<file path="src/rtl/lms_fir_adaptive_seq_if.sv">
// lms_fir_adaptive_seq_if: sample handshake, coefficient access and result bus of the adaptive FIR
interface lms_fir_adaptive_seq_if #(
    parameter int DATA_W = 16,
    parameter int COEF_W = 16,
    parameter int NTAPS  = 32
);
    logic                       in_valid;
    logic                       in_ready;
    logic signed [DATA_W-1:0]   x_in;
    logic signed [DATA_W-1:0]   d_in;
    logic [4:0]                 mu_shift;
    logic                       adapt_en;
    logic                       coef_wr_en;
    logic [$clog2(NTAPS)-1:0]   coef_addr;
    logic signed [COEF_W-1:0]   coef_wr_data;
    logic signed [COEF_W-1:0]   coef_rd_data;
    logic                       out_valid;
    logic signed [DATA_W-1:0]   y_out;
    logic signed [DATA_W-1:0]   e_out;
    logic [31:0]                iter_count;
    modport master (
        output in_valid, x_in, d_in, mu_shift, adapt_en, coef_wr_en, coef_addr, coef_wr_data,
        input  in_ready, coef_rd_data, out_valid, y_out, e_out, iter_count
    );
    modport slave (
        input  in_valid, x_in, d_in, mu_shift, adapt_en, coef_wr_en, coef_addr, coef_wr_data,
        output in_ready, coef_rd_data, out_valid, y_out, e_out, iter_count
    );
endinterface

</file>
<file path="src/rtl/lms_fir_adaptive_seq.sv">
// lms_fir_adaptive_seq: time-multiplexed LMS adaptive FIR sharing one multiplier between filter and update passes
module lms_fir_adaptive_seq #(
    parameter int DATA_W = 16,
    parameter int COEF_W = 16,
    parameter int NTAPS  = 32,
    parameter int ACC_W  = 40
) (
    input  logic                 clk,
    input  logic                 rst,
    lms_fir_adaptive_seq_if.slave bus
);
    localparam int IW = $clog2(NTAPS);
    localparam int MW = COEF_W > DATA_W ? COEF_W : DATA_W;
    localparam int PW = MW + DATA_W;
    localparam int SW = ACC_W > PW + 1 ? ACC_W : PW + 1;
    localparam logic signed [SW-1:0] DMAX = {{(SW-DATA_W+1){1'b0}}, {(DATA_W-1){1'b1}}};
    localparam logic signed [SW-1:0] CMAX = {{(SW-COEF_W+1){1'b0}}, {(COEF_W-1){1'b1}}};
    typedef enum logic [2:0] {IDLE, FIR, ERR, OUT, UPD} state_t;
    state_t                   r_state, w_next;
    logic signed [COEF_W-1:0] r_coef [NTAPS];
    logic signed [DATA_W-1:0] r_x [NTAPS];
    logic signed [DATA_W-1:0] r_d, r_y, r_e;
    logic [4:0]               r_mu;
    logic                     r_adapt;
    logic signed [ACC_W-1:0]  r_acc;
    logic [IW-1:0]            r_idx;
    logic [31:0]              r_iter;
    logic signed [COEF_W-1:0] r_rd;
    logic                     w_accept, w_last;
    logic signed [MW-1:0]     w_a;
    logic signed [PW-1:0]     w_p;
    logic signed [DATA_W-1:0] w_y;
    logic signed [SW-1:0]     w_ediff, w_upd;

    function automatic logic signed [DATA_W-1:0] sat_d(input logic signed [SW-1:0] v);
        return v > DMAX ? DMAX[DATA_W-1:0] : v < ~DMAX ? ~DMAX[DATA_W-1:0] : v[DATA_W-1:0];
    endfunction

    function automatic logic signed [COEF_W-1:0] sat_c(input logic signed [SW-1:0] v);
        return v > CMAX ? CMAX[COEF_W-1:0] : v < ~CMAX ? ~CMAX[COEF_W-1:0] : v[COEF_W-1:0];
    endfunction

    // The single multiplier takes coef[k] while filtering and the latched error while adapting
    assign w_accept = bus.in_valid && r_state == IDLE;
    assign w_last   = r_idx == IW'(NTAPS - 1);
    assign w_a      = r_state == UPD ? MW'(r_e) : MW'(r_coef[r_idx]);
    assign w_p      = w_a * r_x[r_idx];
    assign w_y      = sat_d(SW'(r_acc >>> (COEF_W - 1)));
    assign w_ediff  = SW'(r_d) - SW'(w_y);
    assign w_upd    = SW'(r_coef[r_idx]) + SW'(w_p >>> (DATA_W - 1 + r_mu));

    always_ff @(posedge clk) begin
        r_state <= rst ? IDLE : w_next;
    end

    always_comb begin
        w_next = r_state;
        case (r_state)
            IDLE:    w_next = w_accept ? FIR : IDLE;
            FIR:     w_next = w_last ? ERR : FIR;
            ERR:     w_next = OUT;
            OUT:     w_next = r_adapt ? UPD : IDLE;
            UPD:     w_next = w_last ? IDLE : UPD;
            default: w_next = IDLE;
        endcase
    end

    always_ff @(posedge clk) begin
        if (rst) begin
            for (int k = 0; k < NTAPS; k++) begin
                r_coef[k] <= '0;
                r_x[k]    <= '0;
            end
            r_d     <= '0;
            r_y     <= '0;
            r_e     <= '0;
            r_mu    <= '0;
            r_adapt <= 1'b0;
            r_acc   <= '0;
            r_idx   <= '0;
            r_iter  <= '0;
            r_rd    <= '0;
        end else begin
            r_rd <= r_coef[bus.coef_addr];
            if (r_state == IDLE && bus.coef_wr_en)
                r_coef[bus.coef_addr] <= bus.coef_wr_data;
            if (w_accept) begin
                r_x[0] <= bus.x_in;
                for (int k = 1; k < NTAPS; k++)
                    r_x[k] <= r_x[k-1];
                r_d     <= bus.d_in;
                r_mu    <= bus.mu_shift;
                r_adapt <= bus.adapt_en;
                r_acc   <= '0;
            end
            if (r_state == FIR)
                r_acc <= r_acc + ACC_W'(w_p);
            if (r_state == FIR || r_state == UPD)
                r_idx <= w_last ? '0 : r_idx + 1'b1;
            if (r_state == ERR) begin
                r_y <= w_y;
                r_e <= sat_d(w_ediff);
            end
            if (r_state == UPD) begin
                r_coef[r_idx] <= sat_c(w_upd);
                if (w_last && r_iter != '1)
                    r_iter <= r_iter + 1'b1;
            end
        end
    end

    assign bus.in_ready     = r_state == IDLE;
    assign bus.out_valid    = r_state == OUT;
    assign bus.y_out        = r_y;
    assign bus.e_out        = r_e;
    assign bus.iter_count   = r_iter;
    assign bus.coef_rd_data = r_rd;
endmodule

</file>
<file path="src/flat_wrapper.sv">
// flat-port wrapper written by rule: the top's interface ports become plain ports
module lms_fir_adaptive_seq_flat 
#(
    parameter int DATA_W = 16,
    parameter int COEF_W = 16,
    parameter int NTAPS  = 32,
    parameter int ACC_W  = 40
)
  (clk, rst, bus_in_valid, bus_x_in, bus_d_in, bus_mu_shift, bus_adapt_en, bus_coef_wr_en, bus_coef_addr, bus_coef_wr_data, bus_in_ready, bus_coef_rd_data, bus_out_valid, bus_y_out, bus_e_out, bus_iter_count);
  lms_fir_adaptive_seq_if #(.DATA_W(DATA_W), .COEF_W(COEF_W), .NTAPS(NTAPS)) bus_i ();
  input  logic clk;
  input  logic rst;
  input wire logic [$bits(bus_i.in_valid)-1:0] bus_in_valid;
  input wire logic [$bits(bus_i.x_in)-1:0] bus_x_in;
  input wire logic [$bits(bus_i.d_in)-1:0] bus_d_in;
  input wire logic [$bits(bus_i.mu_shift)-1:0] bus_mu_shift;
  input wire logic [$bits(bus_i.adapt_en)-1:0] bus_adapt_en;
  input wire logic [$bits(bus_i.coef_wr_en)-1:0] bus_coef_wr_en;
  input wire logic [$bits(bus_i.coef_addr)-1:0] bus_coef_addr;
  input wire logic [$bits(bus_i.coef_wr_data)-1:0] bus_coef_wr_data;
  output wire logic [$bits(bus_i.in_ready)-1:0] bus_in_ready;
  output wire logic [$bits(bus_i.coef_rd_data)-1:0] bus_coef_rd_data;
  output wire logic [$bits(bus_i.out_valid)-1:0] bus_out_valid;
  output wire logic [$bits(bus_i.y_out)-1:0] bus_y_out;
  output wire logic [$bits(bus_i.e_out)-1:0] bus_e_out;
  output wire logic [$bits(bus_i.iter_count)-1:0] bus_iter_count;
  assign bus_i.in_valid = bus_in_valid;
  assign bus_i.x_in = bus_x_in;
  assign bus_i.d_in = bus_d_in;
  assign bus_i.mu_shift = bus_mu_shift;
  assign bus_i.adapt_en = bus_adapt_en;
  assign bus_i.coef_wr_en = bus_coef_wr_en;
  assign bus_i.coef_addr = bus_coef_addr;
  assign bus_i.coef_wr_data = bus_coef_wr_data;
  assign bus_in_ready = bus_i.in_ready;
  assign bus_coef_rd_data = bus_i.coef_rd_data;
  assign bus_out_valid = bus_i.out_valid;
  assign bus_y_out = bus_i.y_out;
  assign bus_e_out = bus_i.e_out;
  assign bus_iter_count = bus_i.iter_count;
  lms_fir_adaptive_seq #(.DATA_W(DATA_W), .COEF_W(COEF_W), .NTAPS(NTAPS), .ACC_W(ACC_W)) u_core (.clk(clk), .rst(rst), .bus(bus_i));
endmodule
</file>
<file path="config.mk">
export PLATFORM = sky130hd
export DESIGN_NAME = lms_fir_adaptive_seq_flat
export DESIGN_NICKNAME = d
export VERILOG_FILES = /design/src/rtl/lms_fir_adaptive_seq_if.sv /design/src/rtl/lms_fir_adaptive_seq.sv /design/src/flat_wrapper.sv
export SDC_FILE = /design/constraint.sdc
export NUM_CORES = 2
export LEC_CHECK = 0
export CORE_MARGIN = 10
export CORE_UTILIZATION = 64
export CTS_CLUSTER_DIAMETER = 150
export DETAILED_ROUTE_END_ITERATION = 10
export PLACE_DENSITY_LB_ADDON = 0.12
export SYNTH_ARGS = -nofsm -noshare
export SYNTH_HDL_FRONTEND = slang
export SYNTH_SLANG_ARGS = --single-unit
</file>
<file path="constraint.sdc">
create_clock -name clk -period 18.4 [get_ports clk]
set_clock_uncertainty 0.1 [all_clocks]
set_input_delay 3.68 -clock clk [delete_from_list [all_inputs] [get_ports clk]]
set_output_delay 3.68 -clock clk [all_outputs]
set_load 0.01 [all_outputs]
</file>
==> flow_summary.ini <==
[cells_and_area]
num_antenna_cells = 0
nNetsFinal = 6181
areaGrowthSynthToFinish_pct = 9.70
final_util_pct = 70.8
fill_cells = 7656
fin_cells = 7274
drive_gt1_share_pct = 15.9

[timing]
grt_setup_unrepaired = false
min_period_ps = 15600
worst_pin_slew_ps = 1410
fin_crit_sh_pct = 84.8
finalSetupViolCount = 0
drv_slew = 0
max_slew_margin_pct = 6.33
tns_ps = 0
fin_ws_ps = 2800
finalHoldViolations = 0
fmax_mhz = 64.1

[status]
outcome = completed

[logic_synthesis]
ys_ff_latch = 1179
synth_compound_area_share_pct = 5.91
ys_async_sr_fraction_pct = 0
synth_simple_gate_area_share_pct = 13.4
seq_area_frac_synth_pct = 47.3
synthFlopType = edfxtp_1
synth_edf_count = 1024
synth_top_family_by_area = multiplexers
synth_warnings = 0
synth_xor_area_share_pct = 1.67
syn_avg_cell_area_um2 = 12.6
synth_cells = 5655
synth_area_mm2 = 0.0715
synth.mux.area_fraction_pct = 16.9
synth_fa_ha_area_share_pct = 10.7
syn_nets = 6157
ys_types = 83

[drt]
ant_nets = 0
routedWlPerCell_um = 26.5
drt_wl_total_mm = 193
route.detailed.drc = 0
drt_iter0_drc = 5581
vias = 47900
drt_pre_antenna_iters = 6
viasPerCell = 6.58

[placed_design]
place_congestion = 0.949
dp_hpwl_mm = 124
place_ws_ps = 3020
dpl.cell_count = 7046
port_buffers = 144

[clock_network]
cts_buffer_depth = 3
cts_setup_buffers = 0
cts-root-buf = clkbuf_16
clock-sinks = 1179
ctsResizeCount = 0
htreeDepth = 3
cts_buffers = 119
clk_pin_slew_worst_paths_ps = 70
cts_hold_buf = 0
tritoncts = built
clock_latency_ps = 740

[worst_setup_path]
slowest_delay_ps = 990
slowest_stage = fa_1
cp_max_fo = 86
worst_setup_path_end_kind = flip-flop
crit_arrival_ps = 15920
crit_path_frequent_cell = fa_1
crit_required_ps = 18730
critPathKind = reg -> reg
start_kind = flip-flop

[floorplanning]
core-area_mm2 = 0.111
start_util_pct = 64.5
die_w_um = 354
num_rows = 122
num_io_pins = 145
dieArea_mm2 = 0.126
die_h_um = 354

[global_route]
gr-total-overflow = 0
grt_pass1_vias = 48500
antenna_found_initial = 2
grt_use_total_pct = 30.6
grt_max_degree = 216
grt_pass1_wl_mm = 294

[run]
maxCapViolCount = 0

[worst_hold_path]
hp-class = reg -> reg
cell usage after synthesis (32+ instances only):
cell type	instances	share of area, %
mux2_2	38	0.60
nor2_1	834	4.4
inv_1	347	1.8
and2_1	318	2.8
nor3_1	36	0.25
o21ai_0	94	0.66
nor2b_1	286	2.5
mux2i_1	63	0.88
a21o_1	63	0.66
nand3_1	52	0.36
a22oi_1	32	0.34
a21oi_1	161	1.1
edfxtp_1	1024	43
xor2_1	58	0.71
nand2b_1	87	0.76
dfxtp_1	155	4.3
mux4_2	489	15
buf_1	34	0.18
fa_1	265	7.4
ha_1	174	3.0
buf_2	44	0.31
xnor2_1	78	0.96
clkbuf_1	263	1.4
a211oi_1	48	0.50
nand2_1	229	1.2
logic make-up after synthesis:
logic type                 Yosys count
buffers and inverters              720
AOI/OAI and AO/OA                  614
adders and majority gates          454
xor gates and xnor gates           136
DFF                               1179
muxes                              590
and+or+nand+nor                   1962
layout make-up:
cell class                 count  area, um2  area share, %
multi-input combinational   3756      34800           44.3
sequential                  1179      33900           43.2
clock buffer                 152       3230           4.12
timing repair buffer         275       2500           3.18
tap                         1488       1860           2.37
inverter                     348       1310           1.67
clock inverter                76        902           1.15
registers in the layout (all words and copies together) (netlist names), named ones only:
name and cells:
u_core.r_d 16, u_core.bus.coef_rd_data 16, u_core.r_idx 5, u_core.r_adapt 1
u_core.r_coef 512, u_core.bus.e_out 16, u_core.r_acc 40, u_core.bus.y_out 16
u_core.bus.iter_count 32, u_core.r_mu 5, u_core.r_state 3, u_core.r_x 512
per-stage QoR:
| stage | instance area [um2] | hold WS [ps] |
|---|---|---|
| 2_1_floorplan | 71500 | 350 |
| 3_3_place_gp | 74300 | 373 |
| 3_5_place_dp | 74300 | 377 |
| 4_1_cts | 78500 | 398 |
| 5_1_grt | 78500 | 424 |
| 6_report | 78500 | 391 |
final timing paths:
path	from	to	slack, ps	depth (start not counted)
worst max-delay path	flip-flop	u_core.r_coef[20][10]$_SDFFCE_PN0P_	2800	44
worst min-delay path	u_core.r_d[15]$_SDFFE_PP0P_	u_core.r_d[15]$_SDFFE_PP0P_	390	1
worst max register to register	flip-flop	u_core.r_coef[20][10]$_SDFFCE_PN0P_	2800	44
worst min register to register	u_core.r_d[15]$_SDFFE_PP0P_	u_core.r_d[15]$_SDFFE_PP0P_	390	1
metal layers:
metal	track usage (%)	part of all wire, %	vias up
met3	6.27	10	582
met4	14.3	5.3	2
met2	48.2	47	2769
met5	0	0.0088	-
li1	-	-	20500
met1	41.0	38	24100
worst max-delay path, delay by kind of cell (launching register included):
| family | cells | cell delay [ps] |
|---|---|---|
| xor gates and xnor gates | 1 | 190 |
| muxes | 4 | 1840 |
| AOI/OAI and AO/OA | 16 | 4790 |
| buffers and inverters | 7 | 1570 |
| adders and majority gates | 8 | 4490 |
| DFF | 1 | 700 |
| and+or+nand+nor | 8 | 1400 |
placed cells by master (no fill, tap or decap), drive strengths merged, types with 38 or more instances in the layout:
master,netlist,layout
nand3,52,52
o21ai,103,103
a21o,63,63
mux4,489,489
and2,319,319
ha,174,174
mux2,38,38
nand2,229,229
xnor2,78,78
edfxtp,1024,1024
clkbuf,263,153
xor2,58,58
fa,265,265
nor2b,286,286
a21oi,161,161
inv,347,350
buf,109,135
clkdlybuf4s50,0,139
clkinv,1,54
nor2,834,834
nand2b,87,87
mux2i,63,63
dfxtp,155,155
a211oi,48,48
Power is not shown: default switching activity piles up to over one toggle a cycle in this logic, so the estimate is an artifact.
==> variant (config.mk and constraints unchanged) <==
Take the reset off `r_rd` and load it in a clocked block of its own.
--- a/src/rtl/lms_fir_adaptive_seq.sv
+++ b/src/rtl/lms_fir_adaptive_seq.sv
@@ -81,5 +81,3 @@
             r_iter  <= '0;
-            r_rd    <= '0;
         end else begin
-            r_rd <= r_coef[bus.coef_addr];
             if (r_state == IDLE && bus.coef_wr_en)
@@ -111,2 +109,6 @@
 
+    always_ff @(posedge clk) begin
+        r_rd <= r_coef[bus.coef_addr];
+    end
+
     assign bus.in_ready     = r_state == IDLE;
Check against the original RTL: not settled (the Yosys comparison gave no result); the edit may change what the design does.
==> variant against the original RTL <==
Sequential cell count is the same. Final area grew 2.4%. Count of clock-buffer cells in the layout shrank 7. Non-clock buffer count shrank 41. Area after synthesis grew 3.8%. Worst setup slack lost 0.45 ns. Global-route usage grew 0.12 points. Wire length grew 4.5%. Synthesized cell count grew 4.3%. Critical path type unchanged. Largest cell class unchanged.
Power is not shown: default switching activity piles up to over one toggle a cycle in this logic, so the estimate is an artifact.
==> variant: results (changes against the original RTL) <==
\begin{tabular}{lr}
\hline
Metric & Value \\
\hline
\multicolumn{2}{l}{\textbf{Layout}} \\
\quad Non-filler instance count after layout & 7445 (+2.4\%) \\
\quad Clock buffer and inverter area fraction after layout & 4.771\% (-0.50 points) \\
\quad Clkbuf count & 145 (-4.6\%) \\
\quad Number of sequential storage elements & 1179 (unchanged) \\
\quad Fin nets & 6333 (+2.5\%) \\
\quad Multi-input gates & 3933 (+4.7\%) \\
\quad Share of layout cells above drive strength 1 & 21.24\% (+5.3 points) \\
\quad Area used by multi-input combinational logic & 37180 um\^{}2 (+6.9\%) \\
\quad Relative area of non-clock buffer cells in the final design & 2.744\% (-0.44 points) \\
\quad Filler Cell Count & 8044 (+5.1\%) \\
\quad Register cell area after layout & 33870 um\^{}2 (about the same) \\
\multicolumn{2}{l}{\textbf{Place}} \\
\quad Final GP Congestion & 0.9476 (-0.16\%) \\
\quad Worst slack, placed & 2.610 ns (-0.4060 ns) \\
\quad Area post-placement & 76520 um\^{}2 (+3.0\%) \\
\quad Total half-perimeter wirelength after legalization and detailed placement & 134.6 mm (+8.5\%) \\
\multicolumn{2}{l}{\textbf{Critical path}} \\
\quad Arrival @ worst endpoint & 16.47 ns (+0.55 ns) \\
\quad End point of the critical path & u\_core.r\_coef[31][11]\$\_SDFFCE\_PN0P\_ \\
\quad Worst Reg2Reg Path Length in Cells & 42 (-4.5\%) \\
\quad Crit-path leading delay family & adder cells \\
\multicolumn{2}{l}{\textbf{Route}} \\
\quad First-pass DRT Iterations & 7 (+1) \\
\quad Wire length per cell after detailed routing & 27.03 um (+2.1\%) \\
\quad Post-DR vias/cell & 6.767 (+2.8\%) \\
\multicolumn{2}{l}{\textbf{Clock tree}} \\
\quad Number of buffers inserted during clock tree synthesis & 120 (+0.84\%) \\
\multicolumn{2}{l}{\textbf{Floorplan}} \\
\quad Site row count & 124 (+1.6\%) \\
\multicolumn{2}{l}{\textbf{Yosys}} \\
\quad Instance count of the mapped netlist & 5899 (+4.3\%) \\
\quad Synth cell types & 95 (+14\%) \\
\multicolumn{2}{l}{\textbf{STA}} \\
\quad Hold WS & 0.3557 ns (-0.03555 ns) \\
\quad Tightest Pin Transition & 1.283 ns (-0.1225 ns) \\
\quad Max Clock Freq & 0.06231 GHz (-2.8\%) \\
\multicolumn{2}{l}{\textbf{Global routing}} \\
\quad Global-route wire length before repair & 308.1 mm (+4.6\%) \\
\quad Number of global-route vias before repair & 49966 (+2.9\%) \\
\quad GR met1 Demand/Resource & 41.92\% (+0.87 points) \\
\quad Pin count of the biggest net entering global routing & 238 (+10\%) \\
\quad Global routing usage on met2 & 47.34\% (-0.87 points) \\
\quad Total Routing Usage GR & 30.73\% (+0.12 points) \\
\multicolumn{2}{l}{\textbf{Min path}} \\
\quad Destination of the worst hold path & u\_core.bus.y\_out[15]\$\_SDFFE\_PP0P\_ \\
\multicolumn{2}{l}{\textbf{Status}} \\
\quad Run status & complete, no violations \\
\hline
\end{tabular}
-- variant: changes by cell type after synthesis, sizes merged, moves of 32 or more --
cell / before / now
buf: 109 / 162
nand2: 229 / 380
nand2b: 87 / 50
a21oi: 161 / 216
nor2: 834 / 603
o21ai: 103 / 135
nor4: 7 / 236
-- variant: logic make-up (layout without fill, tap and decap cells) --
kind of cell	Yosys count	after routing	synth area share (%)
AO/OA/AOI/OAI	707	707	6.359
XOR/XNOR	127	127	1.516
adder cells (fa/ha/maj)	441	441	10.10
buffers and inverters	787	820	4.534
flip-flops	1179	1179	45.59
multiplexers	551	551	15.51
other	0	1	0
AND/OR/NAND/NOR	2107	2107	16.40
-- variant: per-layer routing --
| layer | vias up | share of wire [%] |
|---|---|---|
| li1 | 21526 | - |
| met1 | 25380 | 38 |
| met2 | 2872 | 46 |
| met3 | 595 | 11 |
| met4 | 6 | 5.1 |
| met5 | - | 0.017 |
